$ cat config.mk
export PLATFORM = sky130hd
export DESIGN_NAME = hpdmc_dq_ctl
export DESIGN_NICKNAME = d
export VERILOG_FILES = /design/src/rtl/hpdmc_dq_pkg.sv /design/src/rtl/hpdmc_dq_capture.sv /design/src/rtl/hpdmc_dq_ctl.sv
export SDC_FILE = /design/constraint.sdc
export NUM_CORES = 1
export LEC_CHECK = 0
export ABC_AREA = 1
export CAP_MARGIN = 20
export CELL_PAD_IN_SITES_DETAIL_PLACEMENT = 0
export CELL_PAD_IN_SITES_GLOBAL_PLACEMENT = 1
export CORE_ASPECT_RATIO = 1.1
export CORE_MARGIN = 5
export CORE_UTILIZATION = 31
export DETAILED_ROUTE_END_ITERATION = 8
export PLACE_DENSITY_LB_ADDON = 0.1
export SYNTH_ARGS = -nofsm -noshare
export SYNTH_HDL_FRONTEND = slang
export SYNTH_SLANG_ARGS = --single-unit
$ cat constraint.sdc
create_clock -name sys_clk -period 2.25 [get_ports sys_clk]
set_clock_uncertainty 0.2 [all_clocks]
set_input_delay 0.5625 -clock sys_clk [delete_from_list [all_inputs] [get_ports sys_clk]]
set_output_delay 0.5625 -clock sys_clk [all_outputs]
set_load 0.05 [all_outputs]
$ cat src/rtl/hpdmc_dq_pkg.sv
// rtl/hpdmc_dq_pkg.sv - shared types and constants for the DDR DQ bus controller
package hpdmc_dq_pkg;

    typedef enum logic [2:0] {
        ST_IDLE,
        ST_WR_BURST,
        ST_WR_POST,
        ST_RD_WAIT,
        ST_RD_BURST
    } dq_state_t;

    localparam int DQ_MAX = 32;
    localparam logic [DQ_MAX-1:0] DQ_HIZ = '1;

    // Width of a counter that must hold 0..n, never narrower than one bit.
    function automatic int cnt_width(input int n);
        return ($clog2(n + 1) < 1) ? 1 : $clog2(n + 1);
    endfunction

endpackage

$ cat src/rtl/hpdmc_dq_capture.sv
// rtl/hpdmc_dq_capture.sv - read-latency timer, DQ sample register and rd_valid generation
module hpdmc_dq_capture
    import hpdmc_dq_pkg::*;
#(
    parameter int DDRBITS = 32,
    parameter int CL      = 3
) (
    input  logic               clk,
    input  logic               rst_n,
    input  logic               start,
    input  logic               waiting,
    input  logic               burst,
    input  logic [DDRBITS-1:0] dq_i,
    output logic               wait_done,
    output logic [DDRBITS-1:0] rd_data,
    output logic               rd_valid
);

    localparam int WAIT_W = cnt_width(CL);
    localparam logic [WAIT_W-1:0] WAIT_LAST = WAIT_W'(CL - 1);

    logic [WAIT_W-1:0] wait_cnt;

    // wait_cnt equals the cycle index since accept while in RD_WAIT.
    always_ff @(posedge clk or negedge rst_n) begin
        if (!rst_n) begin
            wait_cnt <= '0;
        end else if (start) begin
            wait_cnt <= WAIT_W'(1);
        end else if (waiting) begin
            wait_cnt <= wait_cnt + 1'b1;
        end
    end

    assign wait_done = waiting && (wait_cnt == WAIT_LAST);

    always_ff @(posedge clk or negedge rst_n) begin
        if (!rst_n) begin
            rd_data  <= '0;
            rd_valid <= 1'b0;
        end else begin
            rd_valid <= burst;
            if (burst) begin
                rd_data <= dq_i;
            end
        end
    end

endmodule

$ cat src/rtl/hpdmc_dq_ctl.sv
// rtl/hpdmc_dq_ctl.sv - DDR DQ bus owner: write serialiser, read capture, read->write turnaround
module hpdmc_dq_ctl
    import hpdmc_dq_pkg::*;
#(
    parameter int DDRBITS = 32,
    parameter int BURST   = 4,
    parameter int CL      = 3,
    parameter int TURN    = 2
) (
    input  logic               sys_clk,
    input  logic               sys_rst_n,
    input  logic               cmd_valid,
    input  logic               cmd_write,
    output logic               cmd_ready,
    input  logic [DDRBITS-1:0] wr_data,
    output logic               wr_ack,
    output logic [DDRBITS-1:0] rd_data,
    output logic               rd_valid,
    output logic [DDRBITS-1:0] dq_t,
    output logic [DDRBITS-1:0] dq_o,
    input  logic [DDRBITS-1:0] dq_i
);

    localparam int BEAT_W = cnt_width(BURST);
    localparam int TURN_W = cnt_width(TURN);
    localparam logic [BEAT_W-1:0]  LAST_BEAT = BEAT_W'(BURST - 1);
    localparam logic [TURN_W-1:0]  TURN_LOAD = TURN_W'(TURN);
    localparam logic [DDRBITS-1:0] HIZ       = DQ_HIZ[DDRBITS-1:0];

    dq_state_t state, next_state;

    logic [BEAT_W-1:0]  beat_cnt;
    logic [TURN_W-1:0]  turn_cnt;
    logic [DDRBITS-1:0] dq_t_r;
    logic [DDRBITS-1:0] dq_o_r;
    logic               accept;
    logic               in_burst;
    logic               last_beat;
    logic               wait_done;

    assign cmd_ready = (state == ST_IDLE) && !(cmd_write && (turn_cnt != '0));
    assign accept    = cmd_valid && cmd_ready;
    assign in_burst  = (state == ST_WR_BURST) || (state == ST_RD_BURST);
    assign last_beat = in_burst && (beat_cnt == LAST_BEAT);
    assign wr_ack    = (state == ST_WR_BURST);
    assign dq_t      = dq_t_r;
    assign dq_o      = dq_o_r;

    always_ff @(posedge sys_clk or negedge sys_rst_n) begin
        if (!sys_rst_n) begin
            state <= ST_IDLE;
        end else begin
            state <= next_state;
        end
    end

    always_comb begin
        next_state = state;
        case (state)
            ST_IDLE: begin
                if (accept) begin
                    if (cmd_write) begin
                        next_state = ST_WR_BURST;
                    end else if (CL == 1) begin
                        next_state = ST_RD_BURST;
                    end else begin
                        next_state = ST_RD_WAIT;
                    end
                end
            end
            ST_WR_BURST: if (last_beat) next_state = ST_WR_POST;
            ST_WR_POST:  next_state = ST_IDLE;
            ST_RD_WAIT:  if (wait_done) next_state = ST_RD_BURST;
            ST_RD_BURST: if (last_beat) next_state = ST_IDLE;
            default:     next_state = ST_IDLE;
        endcase
    end

    // beat_cnt is zero on entry to either burst state and counts beats already done.
    always_ff @(posedge sys_clk or negedge sys_rst_n) begin
        if (!sys_rst_n) begin
            beat_cnt <= '0;
        end else if (in_burst && !last_beat) begin
            beat_cnt <= beat_cnt + 1'b1;
        end else begin
            beat_cnt <= '0;
        end
    end

    always_ff @(posedge sys_clk or negedge sys_rst_n) begin
        if (!sys_rst_n) begin
            turn_cnt <= '0;
        end else if ((state == ST_RD_BURST) && last_beat) begin
            turn_cnt <= TURN_LOAD;
        end else if (turn_cnt != '0) begin
            turn_cnt <= turn_cnt - 1'b1;
        end
    end

    // Output registers sit next to the IOBs; the bus is released on the edge leaving WR_POST.
    always_ff @(posedge sys_clk or negedge sys_rst_n) begin
        if (!sys_rst_n) begin
            dq_t_r <= HIZ;
            dq_o_r <= '0;
        end else if (state == ST_WR_BURST) begin
            dq_t_r <= '0;
            dq_o_r <= wr_data;
        end else if (state == ST_WR_POST) begin
            dq_t_r <= HIZ;
        end
    end

    hpdmc_dq_capture #(
        .DDRBITS (DDRBITS),
        .CL      (CL)
    ) u_capture (
        .clk       (sys_clk),
        .rst_n     (sys_rst_n),
        .start     (accept && !cmd_write),
        .waiting   (state == ST_RD_WAIT),
        .burst     (state == ST_RD_BURST),
        .dq_i      (dq_i),
        .wait_done (wait_done),
        .rd_data   (rd_data),
        .rd_valid  (rd_valid)
    );

endmodule

== Word level (Yosys, flattened, before mapping) ==
Index checks and enable logic that the tools add are counted.

* Word-level logic and storage cells: 52
* Flip-flop bits (word level): 107
* Bits of input ports: 68
* Output and inout bits: 99

* $add $sub $neg: 3
* Eq/ne operators: 10
* Muxes and demuxes: 13
* Reduce and logical (&&, ||, !) cells: 18

{| class="wikitable"
|+ Operators with widths
! kind !! count
|-
| two-way mux 32 bit || 2
|-
| two-way mux 3 bit || 5
|-
| case mux 3 bit (4 select lines) || 1
|-
| two-way mux 2 bit || 5
|-
| == test 3 x 2 -> 1 bit, second input constant || 3
|-
| logical AND 1 bit || 8
|-
| nonzero test 2 bit || 4
|-
| != test 2 bit, second input constant || 3
|-
| AND reduction 4 bit || 1
|-
| adder 3 x 1 -> 3 bit, second input constant || 1
|-
| == test 3 x 1 -> 1 bit, second input constant || 1
|-
| == test 3 bit, second input constant || 1
|-
| zero test 1 bit || 3
|-
| zero test 3 bit || 1
|-
| adder 2 x 1 -> 2 bit, second input constant || 1
|-
| == test 2 bit, second input constant || 1
|-
| != test 2 x 1 -> 1 bit, second input constant || 1
|-
| subtractor 2 x 1 -> 2 bit, second input constant || 1
|-
| logical OR 1 bit || 1
|}

== Logic depth before layout (Yosys ltp) ==
Gate-level depths: netlist (run 1).

* Depth in word-level cells: 7
* Mapped depth: 9
* Depth with buffers taken out: 9

== By module ==
From an unflattened synthesis (run 1), not the netlist that was laid out.

* Cell total of the unflattened synthesis: 377
* Area total of the unflattened synthesis: 3,559.7 sq um

{| class="wikitable"
|+ By module, submodules not included
! module !! times used !! cells an instance !! area each (sq um) !! sequential area each (sq um)
|-
| hpdmc_dq_ctl || 1 || 226 || 2,011.9 || 1,027.2
|-
| hpdmc_dq_capture || 1 || 151 || 1,547.7 || 875.8
|}

== Worst setup path before layout (run 1) ==
No wires, ideal clock.

* Path kind: flip-flop to output port
* From: register dq_t[30] (netlist name)
* To: output port dq_t[10]
* Stages on the path, launching flop included: 2
* Arrival time: 1.238 ns
* Data required time: 1.487 ns
* Path buffers: 1
* Path slack: 0.249 ns
* Cell sequence: dfstp_2 > buf_4

{| class="wikitable"
|+ RTL lines
! item !! line !! text
|-
| to (decl) || hpdmc_dq_ctl.sv:19 || <nowiki>output logic [DDRBITS-1:0] dq_t,</nowiki>
|}

== Worst setup path after layout (run 1) ==
* From: input port cmd_write
* To: output port cmd_ready

* Longest elaborated chain between the ends: 3

{| class="wikitable"
|+ RTL lines
! item !! line !! text
|-
| from (decl) || hpdmc_dq_ctl.sv:13 || <nowiki>input logic cmd_write,</nowiki>
|-
| logical AND 1 bit || hpdmc_dq_ctl.sv:41 || <nowiki>assign cmd_ready = (state == ST_IDLE) && !(cmd_write && (turn_cnt != '0));</nowiki>
|-
| zero test 1 bit || hpdmc_dq_ctl.sv:41 ||
|-
| logical AND 1 bit || hpdmc_dq_ctl.sv:41 ||
|-
| to (decl) || hpdmc_dq_ctl.sv:14 || <nowiki>output logic cmd_ready,</nowiki>
|}

No other way between the ends.

==> results of run 1 <==
==> cell families (layout without fill, tap and decap cells) <==
logic type / after synthesis / after routing / synth area share, %
and+or+nand+nor: 232 / 232 / 27.8
DFF: 76 / 76 / 57.3
buffers and inverters: 61 / 209 / 12.4
AOI/OAI and AO/OA: 5 / 5 / 0.979
adders and majority gates: 4 / 4 / 1.51
==> how the worst max path moves through the flow <==
stage	start	endpoint	slack, ns	cells after the start
2_1_floorplan	dq_t[30]	dq_t[10]	0.25	1
3_3_place_gp	cmd_write	cmd_ready	0.05	4
3_5_place_dp	cmd_write	cmd_ready	0.04	4
4_1_cts	u_capture.rd_data[17]	rd_data[17]	0.0002	1
5_1_grt	turn_cnt[0]	cmd_ready	0.002	6
6_report	cmd_write	cmd_ready	0.07	4
==> cell type report <==
type                    count  share of cell area (%)
clock buffers              14                    4.49
clock inverters             2                   0.645
inverters                  16                    1.15
multi-input cells         241                    18.8
flip-flops and latches     76                    35.0
well taps                 143                    3.29
repair buffers            177                    36.6
==> layout by cell type, fill, tap and decap left out, types with 2 or more instances in the layout <==
cell type        instances
nand4_1                  2
nor2_1                   6
clkdlybuf4s50_1         66
clkbuf_1                 5
dfrtp_1                 75
nand2_1                214
o21ai_0                  2
buf_12                  36
nand3_1                  6
inv_1                   11
clkbuf_16                9
dlymetal6s2s_1           3
ha_1                     3
buf_4                   69
inv_2                    4
o31ai_1                  2
==> registers in the layout, indices dropped and copies added, names as in the netlist <==
signal,count
beat_cnt,3
u_capture.wait_cnt,2
dq_o,32
u_capture.rd_data,32
dq_t,1
turn_cnt,2
state,3
u_capture.rd_valid,1
==> stage by stage <==
step	util [%]	hold WS, ns	setup WS [ns]	cells	area (sq um)
after floorplan	-	0.0669	0.249	378	3320
after global placement	48.6	0.224	0.0477	649	5070
after detailed placement	48.6	0.224	0.0401	649	5070
after CTS	51.9	0.233	0.000176	669	5420
after global routing	52.0	0.256	0.00172	669	5440
final	52.0	0.233	0.0722	669	5440
==> critical path, cell delays in order <==
cell and delay (ns):
clkdlybuf4s50_1 0.47, nand2_1 0.07, and3_4 0.16, buf_12 0.14
==> what timing repair did <==
item	CTS	global route
setup buffers	2	0
hold endpoints to repair	23	0
endpoints found under the setup margin	31	4
hold buffers	1	0
gates cloned	1	0
pin swaps	0	1
resized for setup	2	5
==> routing by layer <==
layer | GRT usage [%] | vias up | routed length, microns
met5 | 0 | - | 0
met4 | 6.55 | 0 | 219
met3 | 3.16 | 14 | 582
met2 | 23.4 | 94 | 4410
met1 | 18.3 | 1296 | 3910
li1 | - | 1399 | -
==> summary.txt, run 1 <==
Outcome
  – Status: finished, final reports clean

Yosys
  – Post-Syn Area: 3320 sq um
  – Synth top cells by count: nand2_1, dfrtp_1, buf_4
  – Synth Instances: 378
  – Post-synth EDFFs: 0
  – Synth async-reset ratio: 100%
  – Synth area leader: dfrtp_1
  – Register area share after synthesis: 57.3%
  – Avg Inst Size Synth: 8.79 sq um
  – Synth area leaders: dfrtp_1, nand2_1, buf_4, buf_6, ha_1
  – Synth top area share: 56.5%
  – Netlist cell types: 20
  – Synth warnings: 0
  – Synth Flop Type: dfrtp_1
  – Cell with the most instances after synthesis: nand2_1
  – Yosys reg bits: 76
  – Synth Net Count: 450

Setup path
  – Reg2Reg Setup Slack: 0.50 ns
  – Crit path DAT: 1.42 ns
  – R2R Path End: turn_cnt[0]
  – Worst Path Required: 1.49 ns
  – Critical path endpoint category: output pin
  – Critical path class: primary input to output pin
  – Reg2Reg Depth: 6
  – Crit start category: primary input
  – Worst-path maximum fanout: 2
  – Worst r2r src: state[2]

Hold path
  – Hold EP: beat_cnt[0]
  – Min-delay worst type: register to register
  – Hold Crit Start: beat_cnt[0]
  – Hold path cells: 1

STA
  – Worst slew pin tran: 0.559 ns
  – Final min period: 2.18 ns
  – Top achievable clock speed: 0.459 GHz
  – Accumulated negative setup slack: 0 ns
  – Fin crit share: 96.8%
  – Fin. Hold Viols: 0
  – Pins Over Slew Limit: 0
  – RSZ-0062 raised after global routing: false
  – Rel. slew slack: 62.7%
  – # setup viols final: 0

Clock tree
  – Clock-pin transition on the worst setup and hold timing paths: 0.06 ns
  – CTS Buffer Depth: 2
  – Clock Latency Late Sink: 0.33 ns
  – CTS H-Tree Depth: 3
  – CTS Buf Count: 9
  – Root Buffer Master: clkbuf_16
  – Clk sinks: 76
  – CTS tree: done

Floorplan
  – Initial Utilization: 31.8%
  – Std cell rows: 39
  – # IOs: 167
  – Die Area: 12,900 sq um
  – Core ar.: 10,400 sq um
  – Die height: 119 microns
  – Die W: 109 microns

Route
  – Iteration-0 DRC Markers: 86
  – Via density: 4.19
  – Vias: 2,803
  – Drt pass-1 iters: 5
  – Total Routed Length: 9110 microns
  – DRC Markers: 0
  – Routed Antenna Nets: 0
  – Drt wl/cell: 13.6 microns

Final layout
  – P&R area growth vs syn: 63.6%
  – Fill cell count: 1,023
  – N_diodes: 0
  – Register area: 1900 sq um
  – Ratio of cells with drive above 1 in the final layout: 24.3%
  – Multi-input gate area: 1020 sq um
  – Final net count: 593

Global route
  – First-pass GRT wire length: 14,600 microns
  – Vias in the first global route: 2,826
  – Global Route Usage Sum: 14.4%
  – GRT overflow: 0
  – Initial antenna violation count: 0
  – Largest net degree at the start of global routing: 35

Placement
  – Placer's final routability congestion estimate: 0.729
  – Dpl hpwl: 6730 microns
  – I/O Buffers: 166

Flow run
  – Max_cap viols: 0
Power of run 1 is not shown: default switching activity piles up to over one toggle a cycle in this logic, so the estimate is an artifact.
==> run 2, diff against run 1 <==
--- a/config.mk
+++ b/config.mk
@@ -14,6 +14,7 @@
 export CORE_UTILIZATION = 31
 export DETAILED_ROUTE_END_ITERATION = 8
 export PLACE_DENSITY_LB_ADDON = 0.1
+export SETUP_SLACK_MARGIN = 0.5
 export SYNTH_ARGS = -nofsm -noshare
 export SYNTH_HDL_FRONTEND = slang
 export SYNTH_SLANG_ARGS = --single-unit
==> summary.txt, run 2 (synthesis gave the netlist of run 1 again) <==
Clock tree
  – CTS H-Tree Depth: 3 (unchanged)
  – CTS Buffer Depth: 2 (unchanged)
  – Root Buffer Master: clkbuf_16
  – CTS tree: done
  – Clock-pin transition on the worst setup and hold timing paths: 0.06 ns (about the same)
  – CTS Buf Count: 9 (unchanged)
  – Clk sinks: 76 (unchanged)
  – Clock Latency Late Sink: 0.33 ns (about the same)

Placement
  – Dpl hpwl: 6900 microns (+2.4%)
  – Placer's final routability congestion estimate: 0.724 (-0.78%)
  – I/O Buffers: 166 (unchanged)

Route
  – Via density: 4.19 (about the same)
  – Vias: 2,839 (+1.3%)
  – Routed Antenna Nets: 0 (unchanged)
  – Iteration-0 DRC Markers: 158 (+84%)
  – DRC Markers: 0 (unchanged)
  – Total Routed Length: 9460 microns (+3.7%)
  – Drt wl/cell: 13.9 microns (+2.4%)
  – Drt pass-1 iters: 4 (-1)

Global route
  – Global Route Usage Sum: 14.6% (+0.17 points)
  – Largest net degree at the start of global routing: 37 (+5.7%)
  – Initial antenna violation count: 0 (unchanged)
  – Vias in the first global route: 2,776 (-1.8%)
  – GRT overflow: 0 (unchanged)
  – First-pass GRT wire length: 14,700 microns (+0.66%)

Outcome
  – Status: finished, final reports clean

Hold path
  – Hold path cells: 1 (unchanged)
  – Hold Crit Start: beat_cnt[0]
  – Hold EP: beat_cnt[0]
  – Min-delay worst type: register to register

Final layout
  – Most frequent cells in the layout: nand2_1, dfrtp_1, buf_4, clkdlybuf4s50_1, buf_12
  – Commonest non-fill, non-tap cell in the layout: nand2_1
  – N_diodes: 0 (unchanged)
  – Ratio of cells with drive above 1 in the final layout: 28.6% (+4.3 points)
  – P&R area growth vs syn: 67.3%
  – Final net count: 602 (+1.5%)

Setup path
  – Critical path class: register to output pin
  – Worst r2r src: state[2]
  – Critical path endpoint category: output pin
  – Crit start category: register
  – Reg2Reg Depth: 7 (+1)
  – Reg2Reg Setup Slack: 0.61 ns (+0.11 ns)
  – R2R Path End: u_capture.rd_data[19]
  – Crit path DAT: 1.38 ns (-0.04 ns)
  – Worst-path maximum fanout: 8 (+6)
  – Worst Path Required: 1.49 ns (about the same)

STA
  – Accumulated negative setup slack: 0 ns (unchanged)
  – Pins Over Slew Limit: 0 (unchanged)
  – Fin crit share: 95.3% (-1.5 points)
  – Rel. slew slack: 74.9% (+12 points)
  – Worst slew pin tran: 0.377 ns (-0.182 ns)
  – Final min period: 2.14 ns (-0.0342 ns)
  – RSZ-0062 raised after global routing: true
  – Fin. Hold Viols: 0 (unchanged)
  – # setup viols final: 0 (unchanged)
  – Top achievable clock speed: 0.467 GHz (+1.6%)

Floorplan
  – Core ar.: 10,400 sq um (unchanged)
  – Die W: 109 microns (unchanged)
  – Std cell rows: 39 (unchanged)
  – Die height: 119 microns (unchanged)
  – Initial Utilization: 31.8% (unchanged)
  – # IOs: 167 (unchanged)
  – Die Area: 12,900 sq um (unchanged)

Flow run
  – Max_cap viols: 0 (unchanged)
## run 2: repair_timing
| item | in CTS | in global routing |
|---|---|---|
| endpoints found under the hold margin | 23 | 0 |
| setup endpoints to repair | 41 | 67 |
| setup buffers | 7 | 3 |
| pin swaps | 3 | 1 |
| hold buffers | 1 | 0 |
| cloned | 1 | 2 |
| resized for setup | 43 | 4 |
## run 2: area by class of cell
class / count / area, sq um
fill: 1011 / 4880
timing repair buffer: 186 / 2060
sequential: 76 / 1910
multi-input combinational: 241 / 1030
clock buffer: 11 / 253
tap: 143 / 179
inverter: 16 / 67.6
clock inverter: 5 / 60.1
## run 2: metal layers
layer  vias up  global-route usage (%)  part of all wire, %
met4         0                    5.84                  1.7
met1      1319                    17.6                   41
met3        12                    4.31                  7.2
li1       1416                       -                    -
met5         -                       0                    0
met2        92                    24.3                   50
## run 2: worst max path at each step
stage / from / endpoint / slack, ns / cells past startpoint
2_1_floorplan: dq_t[30] / dq_t[10] / 0.41 / 1
3_3_place_gp: cmd_write / cmd_ready / 0.08 / 4
3_5_place_dp: cmd_write / cmd_ready / 0.08 / 4
4_1_cts: dq_t[30] / dq_t[3] / 0.08 / 2
5_1_grt: dq_t[30] / dq_t[20] / 0.07 / 2
6_report: dq_t[30] / dq_t[20] / 0.11 / 2
## run 2: worst max-delay path: stages, from the launching register on
cell	delay, ns
dfstp_4	0.69
clkbuf_16	0.21
buf_12	0.14
## run 2: through the flow
step                instances  area [sq um]  setup slack [ns]  util (%)  hold WS [ns]
floorplan                 378          3350             0.411         -        0.0669
global placement          648          5100            0.0816      48.8         0.223
detailed placement        648          5100            0.0776      48.8         0.235
CTS                       673          5480            0.0778      52.5         0.244
global route              678          5560            0.0685      53.2         0.252
finish                    678          5560             0.106      53.2         0.235
Power of run 2 is left out for the same reason.
==> run 3, diff against run 2 <==
--- a/config.mk
+++ b/config.mk
@@ -12,6 +12,7 @@
 export CORE_ASPECT_RATIO = 1.1
 export CORE_MARGIN = 5
 export CORE_UTILIZATION = 31
+export CTS_CLUSTER_SIZE = 8
 export DETAILED_ROUTE_END_ITERATION = 8
 export PLACE_DENSITY_LB_ADDON = 0.1
 export SETUP_SLACK_MARGIN = 0.5
==> results of run 3 <==
Final layout, timing and power as in run 2 (identical DEF).
Power of run 3 is left out for the same reason.
